$ cat src/rtl/frame_pkg.sv
// -----------------------------------------------------------------------------
// frame_pkg
// Constants shared by every block that touches the circular frame BRAM:
// adc_to_frame_bram, bram_to_fft and the FFT wrapper.
// Also holds the writer's FSM state type.
// -----------------------------------------------------------------------------
package frame_pkg;

    localparam int FRAME_ADDR_W = 12;
    localparam int FRAME_DATA_W = 16;
    localparam int FRAME_LEN    = 1 << FRAME_ADDR_W;

    typedef enum logic {
        ST_FILL = 1'b0,
        ST_RUN  = 1'b1
    } frame_state_t;

endpackage

$ cat src/rtl/adc_to_frame_bram_if.sv
// -----------------------------------------------------------------------------
// adc_to_frame_bram_if
// Bundles the sample input strobe and the frame-BRAM write / frame-status
// outputs of adc_to_frame_bram.
//   slave  : the frame writer (takes samples, drives BRAM port and status)
//   master : the environment (XADC side source, BRAM / reader side sink)
// Signals:
//   sample_valid, sample          raw ADC strobe and code
//   bram_we, bram_addr, bram_din  frame BRAM write port
//   head                          oldest-sample address
//   start                         one-cycle "new frame ready" pulse
//   filled                        frame has been written once since reset
// -----------------------------------------------------------------------------
interface adc_to_frame_bram_if
    import frame_pkg::*;
#(
    parameter int IN_W   = 12,
    parameter int ADDR_W = FRAME_ADDR_W,
    parameter int DATA_W = FRAME_DATA_W
);

    logic              sample_valid;
    logic [IN_W-1:0]   sample;
    logic              bram_we;
    logic [ADDR_W-1:0] bram_addr;
    logic [DATA_W-1:0] bram_din;
    logic [ADDR_W-1:0] head;
    logic              start;
    logic              filled;

    modport master (
        output sample_valid, sample,
        input  bram_we, bram_addr, bram_din, head, start, filled
    );

    modport slave (
        input  sample_valid, sample,
        output bram_we, bram_addr, bram_din, head, start, filled
    );

endinterface

$ cat src/rtl/adc_to_frame_bram_accum.sv
// -----------------------------------------------------------------------------
// oversample_accum
// Power-of-two boxcar sum of raw ADC samples.
// Ports:
//   clk, rst_n    clock, async active-low reset
//   sample_valid  input strobe
//   sample        raw unsigned code (zero-extended into the sum)
//   acc_valid     combinational: this valid completes a block of 2^OSR_LOG2
//   acc_word      combinational: top DATA_W bits of the completed sum
// The completed word is presented in the same cycle as the final valid so the
// top level can register it straight onto the BRAM port one cycle later.
// -----------------------------------------------------------------------------
module oversample_accum
    import frame_pkg::*;
#(
    parameter int IN_W     = 12,
    parameter int OSR_LOG2 = 4,
    parameter int DATA_W   = FRAME_DATA_W
) (
    input  logic              clk,
    input  logic              rst_n,
    input  logic              sample_valid,
    input  logic [IN_W-1:0]   sample,
    output logic              acc_valid,
    output logic [DATA_W-1:0] acc_word
);

    localparam int ACC_W = IN_W + OSR_LOG2;

    logic [ACC_W-1:0]    acc;
    logic [ACC_W-1:0]    sum;
    logic [OSR_LOG2-1:0] cnt;

    always_comb begin
        sum       = acc + {{OSR_LOG2{1'b0}}, sample};
        acc_valid = sample_valid && (cnt == '1);
        acc_word  = sum[ACC_W-1 -: DATA_W];
    end

    // The final sample of a block is consumed into acc_word and not carried.
    always_ff @(posedge clk or negedge rst_n) begin
        if (!rst_n) begin
            acc <= '0;
            cnt <= '0;
        end else if (sample_valid) begin
            cnt <= cnt + 1'b1;
            acc <= (cnt == '1) ? '0 : sum;
        end
    end

endmodule

$ cat src/rtl/adc_to_frame_bram.sv
// -----------------------------------------------------------------------------
// adc_to_frame_bram
// Oversamples raw XADC samples and writes the results into the circular frame
// BRAM, tracking the oldest-sample pointer (head) and pulsing start once per
// HOP new words after the buffer has been filled once.
// Ports:
//   clk, rst_n  clock, async active-low reset
//   bus         adc_to_frame_bram_if.slave (samples in, BRAM write + status out)
//   clip_clr    clears the sticky clip flag
//   clip        sticky ADC-rail flag
// Build option: define ADC_FRAME_CLIP_EN to build the clip detector; without
// it clip is tied low and clip_clr is ignored.
//
// state   | meaning
// --------+-------------------------------------------------------------
// ST_FILL | buffer not yet full; no start pulses
// ST_RUN  | buffer full; start every HOP written words
// -----------------------------------------------------------------------------
module adc_to_frame_bram
    import frame_pkg::*;
#(
    parameter int IN_W     = 12,
    parameter int OSR_LOG2 = 4,
    parameter int ADDR_W   = FRAME_ADDR_W,
    parameter int DATA_W   = FRAME_DATA_W,
    parameter int HOP      = 1024
) (
    input  logic                 clk,
    input  logic                 rst_n,
    adc_to_frame_bram_if.slave   bus,
    input  logic                 clip_clr,
    output logic                 clip
);

    localparam logic [ADDR_W-1:0] HOP_M1 = ADDR_W'(HOP - 1);

    logic              acc_valid;
    logic [DATA_W-1:0] acc_word;
    logic [ADDR_W-1:0] wr_ptr;
    logic [ADDR_W-1:0] hop_cnt;
    frame_state_t      state;
    frame_state_t      state_nxt;
    logic              enter_run;
    logic              hop_hit;
    logic              start_d;

    oversample_accum #(
        .IN_W     (IN_W),
        .OSR_LOG2 (OSR_LOG2),
        .DATA_W   (DATA_W)
    ) u_accum (
        .clk          (clk),
        .rst_n        (rst_n),
        .sample_valid (bus.sample_valid),
        .sample       (bus.sample),
        .acc_valid    (acc_valid),
        .acc_word     (acc_word)
    );

    // wr_ptr advances as the write retires, so it already names the next
    // word to be overwritten, which is exactly the oldest stored sample.
    assign bus.head = wr_ptr;

    always_ff @(posedge clk or negedge rst_n) begin
        if (!rst_n) begin
            state <= ST_FILL;
        end else begin
            state <= state_nxt;
        end
    end

    always_comb begin
        state_nxt = state;
        if (enter_run) begin
            state_nxt = ST_RUN;
        end
    end

    // Decisions are taken on the BRAM write cycle so start lands together
    // with the updated head, after the word is committed.
    always_comb begin
        enter_run = (state == ST_FILL) && bus.bram_we && (bus.bram_addr == '1);
        hop_hit   = (state == ST_RUN) && bus.bram_we && (hop_cnt == HOP_M1);
        start_d   = enter_run || hop_hit;
    end

    always_ff @(posedge clk or negedge rst_n) begin
        if (!rst_n) begin
            bus.bram_we   <= 1'b0;
            bus.bram_addr <= '0;
            bus.bram_din  <= '0;
            bus.start     <= 1'b0;
            bus.filled    <= 1'b0;
            wr_ptr        <= '0;
            hop_cnt       <= '0;
        end else begin
            bus.bram_we <= acc_valid;
            if (acc_valid) begin
                bus.bram_addr <= wr_ptr;
                bus.bram_din  <= acc_word;
            end
            if (bus.bram_we) begin
                wr_ptr <= wr_ptr + 1'b1;
            end
            bus.start <= start_d;
            if (enter_run) begin
                bus.filled <= 1'b1;
            end
            if (start_d) begin
                hop_cnt <= '0;
            end else if ((state == ST_RUN) && bus.bram_we) begin
                hop_cnt <= hop_cnt + 1'b1;
            end
        end
    end

`ifdef ADC_FRAME_CLIP_EN
    logic rail;

    assign rail = bus.sample_valid && ((bus.sample == '0) || (bus.sample == '1));

    // A rail hit wins over a simultaneous clear so no event is lost.
    always_ff @(posedge clk or negedge rst_n) begin
        if (!rst_n) begin
            clip <= 1'b0;
        end else if (rail) begin
            clip <= 1'b1;
        end else if (clip_clr) begin
            clip <= 1'b0;
        end
    end
`else
    logic unused_clip_clr;

    assign unused_clip_clr = clip_clr;
    assign clip            = 1'b0;
`endif

endmodule

$ cat src/flat_wrapper.sv
// flat-port wrapper written by rule: the top's interface ports become plain ports
module adc_to_frame_bram_flat import frame_pkg::*;
#(
    parameter int IN_W     = 12,
    parameter int OSR_LOG2 = 4,
    parameter int ADDR_W   = FRAME_ADDR_W,
    parameter int DATA_W   = FRAME_DATA_W,
    parameter int HOP      = 1024
)
  (clk, rst_n, clip_clr, clip, bus_sample_valid, bus_sample, bus_bram_we, bus_bram_addr, bus_bram_din, bus_head, bus_start, bus_filled);
  adc_to_frame_bram_if #(.IN_W(IN_W), .ADDR_W(ADDR_W), .DATA_W(DATA_W)) bus_i ();
  input  logic clk;
  input  logic rst_n;
  input  logic clip_clr;
  output logic clip;
  input wire logic [$bits(bus_i.sample_valid)-1:0] bus_sample_valid;
  input wire logic [$bits(bus_i.sample)-1:0] bus_sample;
  output wire logic [$bits(bus_i.bram_we)-1:0] bus_bram_we;
  output wire logic [$bits(bus_i.bram_addr)-1:0] bus_bram_addr;
  output wire logic [$bits(bus_i.bram_din)-1:0] bus_bram_din;
  output wire logic [$bits(bus_i.head)-1:0] bus_head;
  output wire logic [$bits(bus_i.start)-1:0] bus_start;
  output wire logic [$bits(bus_i.filled)-1:0] bus_filled;
  assign bus_i.sample_valid = bus_sample_valid;
  assign bus_i.sample = bus_sample;
  assign bus_bram_we = bus_i.bram_we;
  assign bus_bram_addr = bus_i.bram_addr;
  assign bus_bram_din = bus_i.bram_din;
  assign bus_head = bus_i.head;
  assign bus_start = bus_i.start;
  assign bus_filled = bus_i.filled;
  adc_to_frame_bram #(.IN_W(IN_W), .OSR_LOG2(OSR_LOG2), .ADDR_W(ADDR_W), .DATA_W(DATA_W), .HOP(HOP)) u_core (.clk(clk), .rst_n(rst_n), .bus(bus_i), .clip_clr(clip_clr), .clip(clip));
endmodule
$ cat config.mk
export PLATFORM = sky130hd
export DESIGN_NAME = adc_to_frame_bram_flat
export DESIGN_NICKNAME = d
export VERILOG_FILES = /design/src/rtl/frame_pkg.sv /design/src/rtl/adc_to_frame_bram_if.sv /design/src/rtl/adc_to_frame_bram_accum.sv /design/src/rtl/adc_to_frame_bram.sv /design/src/flat_wrapper.sv
export SDC_FILE = /design/constraint.sdc
export NUM_CORES = 1
export LEC_CHECK = 0
export ABC_AREA = 1
export CORE_ASPECT_RATIO = 1.2
export CORE_UTILIZATION = 61
export CTS_BUF_LIST = sky130_fd_sc_hd__clkbuf_8
export DETAILED_ROUTE_END_ITERATION = 6
export GPL_ROUTABILITY_DRIVEN = 1
export HOLD_SLACK_MARGIN = 0.05
export PLACE_DENSITY = 0.89
export SLEW_MARGIN = 20
export SYNTH_ARGS = -nofsm -noshare
export SYNTH_HDL_FRONTEND = slang
export SYNTH_SLANG_ARGS = --single-unit
$ cat constraint.sdc
create_clock -name clk -period 2.8 [get_ports clk]
set_input_delay 0.84 -clock clk [delete_from_list [all_inputs] [get_ports clk]]
set_output_delay 0.84 -clock clk [all_outputs]
set_load 0.1 [all_outputs]
### Word-level counts from Yosys, hierarchy flattened

Cells that the tools add are included.

* register bits after elaboration: 75
* output and inout bits: 44

* bitwise operators: 1
* multiplexer cells: 3
* add/sub/neg operators: 4
* equal/unequal tests: 3
* reduce and logical (&&, ||, !) cells: 7

Operators by type and width (count)
* 12-bit by 1-bit adder with 12-bit output, second input constant: 2
* 12-bit two-way mux: 2
* 16-bit by 12-bit adder with 16-bit output: 1
* 16-bit two-way mux: 1
* 12-bit by 10-bit equality test with 1-bit output, second input constant: 1
* 12-bit equality test, second input constant: 1
* 1-bit logical AND: 5
* 4-bit by 1-bit adder with 4-bit output, second input constant: 1
* 4-bit equality test, second input constant: 1
* 2-bit nonzero test: 1
* 1-bit logical OR: 1
* 1-bit NOT: 1

### Logic depth before layout (Yosys ltp)

Gate-level depths: netlist of the first run.

* word-level depth: 5
* depth in mapped cells: 11
* mapped depth without buffers: 11

### Modules after synthesis

From an unflattened synthesis of the first run, not the netlist that was laid out.

* cell total of the unflattened synthesis: 484
* area, all modules: 4152.7 um2

Modules (own cells, without submodules)
* adc_to_frame_bram: times used 1, cells each 236, area an instance 2507.4 um2, sequential area each 1376.3 um2
* oversample_accum: times used 1, cells each 248, area an instance 1645.3 um2, sequential area each 500.5 um2

### Worst setup path after synthesis of the first run

Ideal clock, no wire load.

* kind: input port to flip-flop
* from: input bus_sample[0]
* to: register u_core.bus.bram_din[6]
* setup time: 120 ps
* required time: 2680 ps
* arrival time: 2027 ps
* buffers on the path: 0
* setup slack: 654 ps
* stages: 7
* cell sequence: ha_1 fa_1 nand2_1 nand3_1 or2_2 nand3_1 nand2_1

* longest elaborated chain between the ends: 1

RTL lines
* start: declaration: RTL line flat_wrapper.sv:17 `input wire logic [$bits(bus_i.sample)-1:0] bus_sample;`
* 16-bit by 12-bit adder with 16-bit output: RTL line adc_to_frame_bram_accum.sv:35 `sum = acc + {{OSR_LOG2{1'b0}}, sample};`
* end signal: assignment: RTL line adc_to_frame_bram.sv:100 `bus.bram_din <= acc_word;`
* end: declaration: RTL line adc_to_frame_bram_if.sv:38 `output bram_we, bram_addr, bram_din, head, start, filled`

Every way passes these cells.
A chain may end at the register's enable or synchronous reset.

### Final worst setup path of the first run

* from: input bus_sample[0]
* to: register u_core.bus.bram_din[12]

The elaborated chain is that of the path after synthesis.

==> results of run 1 <==
==> layer usage <==
layer | vias up | global-route usage, % | part of all wire (%)
met4 | 0 | 12.66 | 2.7
li1 | 1696 | - | -
met5 | - | 0 | 0
met3 | 26 | 5.051 | 4.6
met2 | 114 | 50.61 | 51
met1 | 1667 | 34.00 | 42
==> worst max-delay path by stage <==
stage / depth (start not counted) / slack, ns / start / to
6_report: 9 / 0.34 / bus_sample[0] / u_core.bus.bram_din[12]
5_1_grt: 9 / 0.21 / bus_sample[0] / u_core.u_accum.acc[8]
4_1_cts: 9 / 0.36 / bus_sample[0] / u_core.bus.bram_din[8]
3_5_place_dp: 8 / 0.03 / bus_sample[0] / u_core.u_accum.acc[6]
3_3_place_gp: 9 / 0.07 / bus_sample[0] / u_core.bus.bram_din[8]
2_1_floorplan: 7 / 0.65 / bus_sample[0] / u_core.bus.bram_din[6]
==> cell usage after synthesis (2+ instances only) <==
master      n  area (um2)
inv_2       4       15.01
nand3_1    31       155.2
nor3_1      7       35.03
buf_2       4       20.02
inv_1      59       221.5
o21ai_0    12       60.06
xor2_1     19       166.4
nor2_1     26       97.59
nand2_1   174       653.1
nand4_1    13       81.33
a21oi_1     8       40.04
ha_1       15       187.7
nand3b_1    3       22.52
nand2_2     3       18.77
nor2_2      3       18.77
nor2_4      2       22.52
xnor2_1    11       96.34
buf_4       3       22.52
nand3_2     3       30.03
o21ai_1    11       55.05
dfrtp_1    75        1877
==> worst max-delay path, stage by stage <==
cell             delay, ns
clkdlybuf4s50_1       0.40
ha_1                  0.24
fa_1                  0.45
nand3_1               0.13
nand3_1               0.18
nand3_1               0.16
nand4_1               0.14
nand3_1               0.11
nand2_1               0.05
==> registers in the layout, indices dropped and copies added (netlist names) <==
signal	cells
u_core.bus.start	1
u_core.bus.head	12
u_core.u_accum.cnt	4
u_core.bus.bram_din	16
u_core.u_accum.acc	16
u_core.hop_cnt	12
u_core.bus.filled	1
u_core.bus.bram_we	1
u_core.bus.bram_addr	12
==> power by group through the flow <==
stage | clock network, mW | logic [mW] | registers, mW
CTS | 0.960 | 3.07 | 1.67
finish | 0.949 | 3.08 | 1.68
global route | 1.00 | 3.30 | 1.72
global placement | 0 | 2.98 | 1.67
detailed placement | 0 | 3.05 | 1.69
floorplan | 0 | 1.06 | 3.00
==> layout make-up <==
cell class                 instances  area [um2]  share of cell area, %
sequential                        75        1877                  39.09
multi-input combinational        351        1842                  38.36
clock buffer                      11       151.4                  3.154
tap                               82       102.6                  2.137
timing repair buffer              63       518.0                  10.79
clock inverter                     4       73.82                  1.538
inverter                          63       236.5                  4.926
==> per-stage QoR <==
stage               hold slack (ns)  setup WS (ns)  cell area, um2  instances
floorplan                    0.4463         0.6537            4001        497
global placement             0.4602        0.06683            4576        634
detailed placement           0.4707        0.02616            4576        634
CTS                          0.4898         0.3555            4801        649
global route                 0.5153         0.2100            4801        649
finish                       0.4781         0.3424            4801        649
==> logic make-up after synthesis <==
logic type | after synthesis
xor+xnor | 30
fa+ha+maj | 16
other cells | 1
compound gates | 33
flops | 75
buf+inv | 71
simple gates | 271
==> out/qor.yml, run 1 <==
status: "finished, final reports clean"
switchingPower_mw: 2.988
hpwl_mm: 6.415
postCtsSetupRepairBufs: 0
postSynthCellCount: 497
antenna_found_initial: 0
synth_xor_area_share_pct: 6.567
design.die.area_um2: 6889
ctsResizeCount: 0
clkPwrFrac_pct: 16.6
synth-seq-cells: 75
min_period_ns: 2.458
synth_fp_nets: 529
cts_made_buffers: 9
grt_pass1_vias: 3467
synth_compound_area_share_pct: 4.253
p_seq_share_pct: 29.4
vias: 3503
r2r_cells: 8
setup_viol: 0
grt_pass1_wl_mm: 15.68
placeableCoreArea_um2: 6167
initial_utilization_pct: 64.88
p_comb_share_pct: 53.9
synth_simple_gate_area_share_pct: 29.92
finalHoldViolCount: 0
cts-root-buf: "clkbuf_8"
avgSynthCellArea_um2: 8.051
synth.cell_area_um2: 4001
startpoint_type: "input port"
yosys_warnings: 0
maxSlewHeadroom_pct: 63.81
die_h_um: 90.72
pin_count: 60
maxCapViolations: 0
drt-total-wl_mm: 9.018
synth_top_family_by_area: "simple AND/OR/NAND/NOR gates"
cp_max_fo: 3
fin_crit_sh_pct: 87.77
dr.first_iter.drc_count: 197
p_total_mw: 5.700
rows: 31
rsz0062_at_grt: "false"
power_leakage_nw: 2.599
die_w_um: 75.94
drcViolationCount: 0
grt-ovfl-total: 0
via_per_inst: 5.398
power_density_nw_per_um2: 1187
skew_ns: 0.007352
ys.flop_type: "dfrtp_1"
gp_congestion: 0.9431
wire_per_inst_um: 13.90
cts_tree: "done"
tightest_slew_ns: 0.5428
track_usage_pct: 28.63
dr.pass1.iters: 5
worstSkewPairLatency_ns: 0.35
fmax_ghz: 0.4069
area_growth_pct: 19.98
synth_edf_count: 0
final_cell_mix: "nand2_1 (174), dfrtp_1 (75), inv_1 (59), buf_4 (49), nand3_1 (31)"
hp-class: "in -> async"
hold_buffers: 0
sw_frac_of_total_pct: 52.42
vdd.ir_drop.worst_mv: 1.020
port_buffers: 57
r2r-end: "u_core.bus.bram_din[12]"
fin_util_pct: 77.85
critPathCaptureType: "register"
drive_gt1_share_pct: 14.99
setup-tns-final_ns: 0
ys_seq_area_share_pct: 46.90
path_class: "in -> reg"
synthMuxAreaShare_pct: 0
drv_slew: 0
cts.sink_count: 75
diodes: 0
synth_cell_types: 32
postRouteAntennaNets: 0
async_reset_ff_share_pct: 100.0
cp.required_ns: 3.04
p_int_mw: 2.712
cp.arrival_ns: 2.70
fillers: 428
cts.path.max_buffers: 2
synthAdderAreaFrac_pct: 5.191
layout_commonest_cell: "nand2_1"
htree_levels: 3
reg2reg_from: "u_core.u_accum.acc[0]"
path_clk_slew_ns: 0.07
ff2ff_setup_slack_ns: 0.87
grt_max_degree: 42
layout.nets: 595
(Power assumes the default switching activity.)
==> run 2: changes to the inputs <==
--- a/config.mk
+++ b/config.mk
@@ -7,6 +7,7 @@
 export LEC_CHECK = 0
 export ABC_AREA = 1
 export CORE_ASPECT_RATIO = 1.2
+export CORE_MARGIN = 1
 export CORE_UTILIZATION = 61
 export CTS_BUF_LIST = sky130_fd_sc_hd__clkbuf_8
 export DETAILED_ROUTE_END_ITERATION = 6
@@ -17,3 +18,4 @@
 export SYNTH_ARGS = -nofsm -noshare
 export SYNTH_HDL_FRONTEND = slang
 export SYNTH_SLANG_ARGS = --single-unit
+export TNS_END_PERCENT = 5
==> results of run 2 <==
Same layout as run 1: the final DEF is identical, and so are final timing and power.
==> run 3: changes to the inputs <==
--- a/config.mk
+++ b/config.mk
@@ -10,6 +10,7 @@
 export CORE_MARGIN = 1
 export CORE_UTILIZATION = 61
 export CTS_BUF_LIST = sky130_fd_sc_hd__clkbuf_8
+export CTS_CLUSTER_DIAMETER = 50
 export DETAILED_ROUTE_END_ITERATION = 6
 export GPL_ROUTABILITY_DRIVEN = 1
 export HOLD_SLACK_MARGIN = 0.05
==> constraint.sdc (replaced) <==
create_clock -name clk -period 2.8 [get_ports clk]
set_input_delay 0.84 -clock clk [delete_from_list [all_inputs] [get_ports clk]]
set_output_delay 0.84 -clock clk [all_outputs]
set_load 0.02 [all_outputs]
==> run 3 against run 2 <==
Effect of this change: wire length shrank 2.0%; global-route usage down 0.35 points; clock-buffer cell count is 1 lower; cell count shrank 0.15%; core utilization rose by 1.6 points; non-clock buffer count decreased by 2; worst hold slack lost 0.025 ns.
==> out/qor.yml, run 3 (synthesized netlist as in run 1, its figures left out) <==
area_growth_pct: 22.45
startpoint_type: "register"
cp.arrival_ns: 1.59
track_usage_pct: 28.28
p_comb_share_pct: 43.0
dr.first_iter.drc_count: 302
htree_levels: 3
switchingPower_mw: 1.809
gp_congestion: 0.9351
vdd.ir_drop.worst_mv: 0.7172
dp.cells: 632
worstSkewPairLatency_ns: 0.35
layout.nets: 593
ctsResizeCount: 0
initial_utilization_pct: 64.88
finalHoldViolCount: 0
crit_buf_inv: 1
finalNonFillerCells: 648
cp_cell_sequence: "clkdlybuf4s50_1"
rows: 31
ff2ff_setup_slack_ns: 0.92
critPathCaptureType: "output port"
status: "finished, final reports clean"
layout_commonest_cell: "nand2_1"
fin_ws_ns: 0.3679
pin_count: 60
grt-ovfl-total: 0
path_class: "reg -> out"
die_h_um: 90.72
drt-total-wl_mm: 8.840
hold_buffers: 0
setup_viol: 0
dr.pass1.iters: 4
fin_crit_sh_pct: 86.86
cts_made_buffers: 9
reg.largest.list: "u_core.bus.bram_din x16, u_core.u_accum.acc x16"
cp.required_ns: 1.96
drv_slew: 0
antenna_found_initial: 0
fmax_ghz: 0.4112
drcViolationCount: 0
p_int_mw: 2.755
postRouteAntennaNets: 0
drive_gt1_share_pct: 6.890
die_w_um: 75.94
wire_per_inst_um: 13.64
cpPeakStageDelay_ns: 0.68
clkPwrFrac_pct: 20.3
rsz0062_at_grt: "false"
cp_max_fo: 8
crit_slowest_cell: "clkdlybuf4s50_1"
cts.sink_count: 75
crit_family: "buffers and inverters"
grt_pass1_wl_mm: 15.49
fin_util_pct: 79.45
grt_max_degree: 43
sw_frac_of_total_pct: 39.63
min_period_ns: 2.432
p_seq_share_pct: 36.7
tightest_slew_ns: 0.5249
holdWs_ns: 0.4531
place_area_um2: 4681
diodes: 0
pre_cts_ws_ns: 0.03375
placeableCoreArea_um2: 6167
maxCapViolations: 0
hp-class: "in -> async"
setup-tns-final_ns: 0
grt_pass1_vias: 3472
maxSlewHeadroom_pct: 65.01
path_clk_slew_ns: 0.08
skew_ns: 0.008056
cts_tree: "done"
power_density_nw_per_um2: 931.5
via_per_inst: 5.315
design.die.area_um2: 6889
hpwl_mm: 6.440
port_buffers: 57
cts.path.max_buffers: 2
vias: 3444
p_total_mw: 4.564
final_area_um2: 4900
final_cell_mix: "nand2_1 (174), dfrtp_1 (75), inv_1 (61), clkdlybuf4s50_1 (56), nand3_1 (31)"
postCtsSetupRepairBufs: 0
cts-root-buf: "clkbuf_8"
power_leakage_nw: 2.529
-- run 3: path summary, 6_finish.rpt --
| check | startpoint | to | depth (start not counted) |
|---|---|---|---|
| worst max-delay path | u_core.bus.bram_we | bus_bram_we | 1 |
| worst min-delay path | rst_n | u_core.bus.bram_addr[5] | 1 |
| worst max register to register | u_core.u_accum.acc[0] | u_core.bus.bram_din[8] | 8 |
| worst min register to register | u_core.u_accum.acc[8] | u_core.u_accum.acc[8] | 2 |
| max in group asynchronous | rst_n | u_core.u_accum.acc[5] | 2 |
| min in group clk | u_core.u_accum.acc[8] | u_core.u_accum.acc[8] | 2 |
-- run 3: cell type report --
cell class	instances	area (um2)
Timing Repair Buffer	61	623.1
Clock buffer	10	137.6
Inverter	63	236.5
Tap cell	82	102.6
Multi-Input combinational cell	351	1842
Clock inverter	6	81.33
Fill cell	397	1267
Sequential cell	75	1877
-- run 3: routing by layer --
| metal | vias up | share of wire, % | global-route usage [%] |
|---|---|---|---|
| li1 | 1695 | - | - |
| met1 | 1637 | 43 | 33.60 |
| met2 | 95 | 51 | 49.55 |
| met3 | 17 | 4.4 | 6.667 |
| met4 | 0 | 2.0 | 10.74 |
| met5 | - | 0 | 0 |
-- run 3: power groups by stage --
stage          clock (mW)  combinational (mW)  sequential (mW)
6_report            0.925                1.96             1.68
3_5_place_dp            0                1.94             1.69
5_1_grt             0.977                2.20             1.72
3_3_place_gp            0                1.88             1.67
4_1_cts             0.924                1.96             1.67
2_1_floorplan           0                1.06             1.87
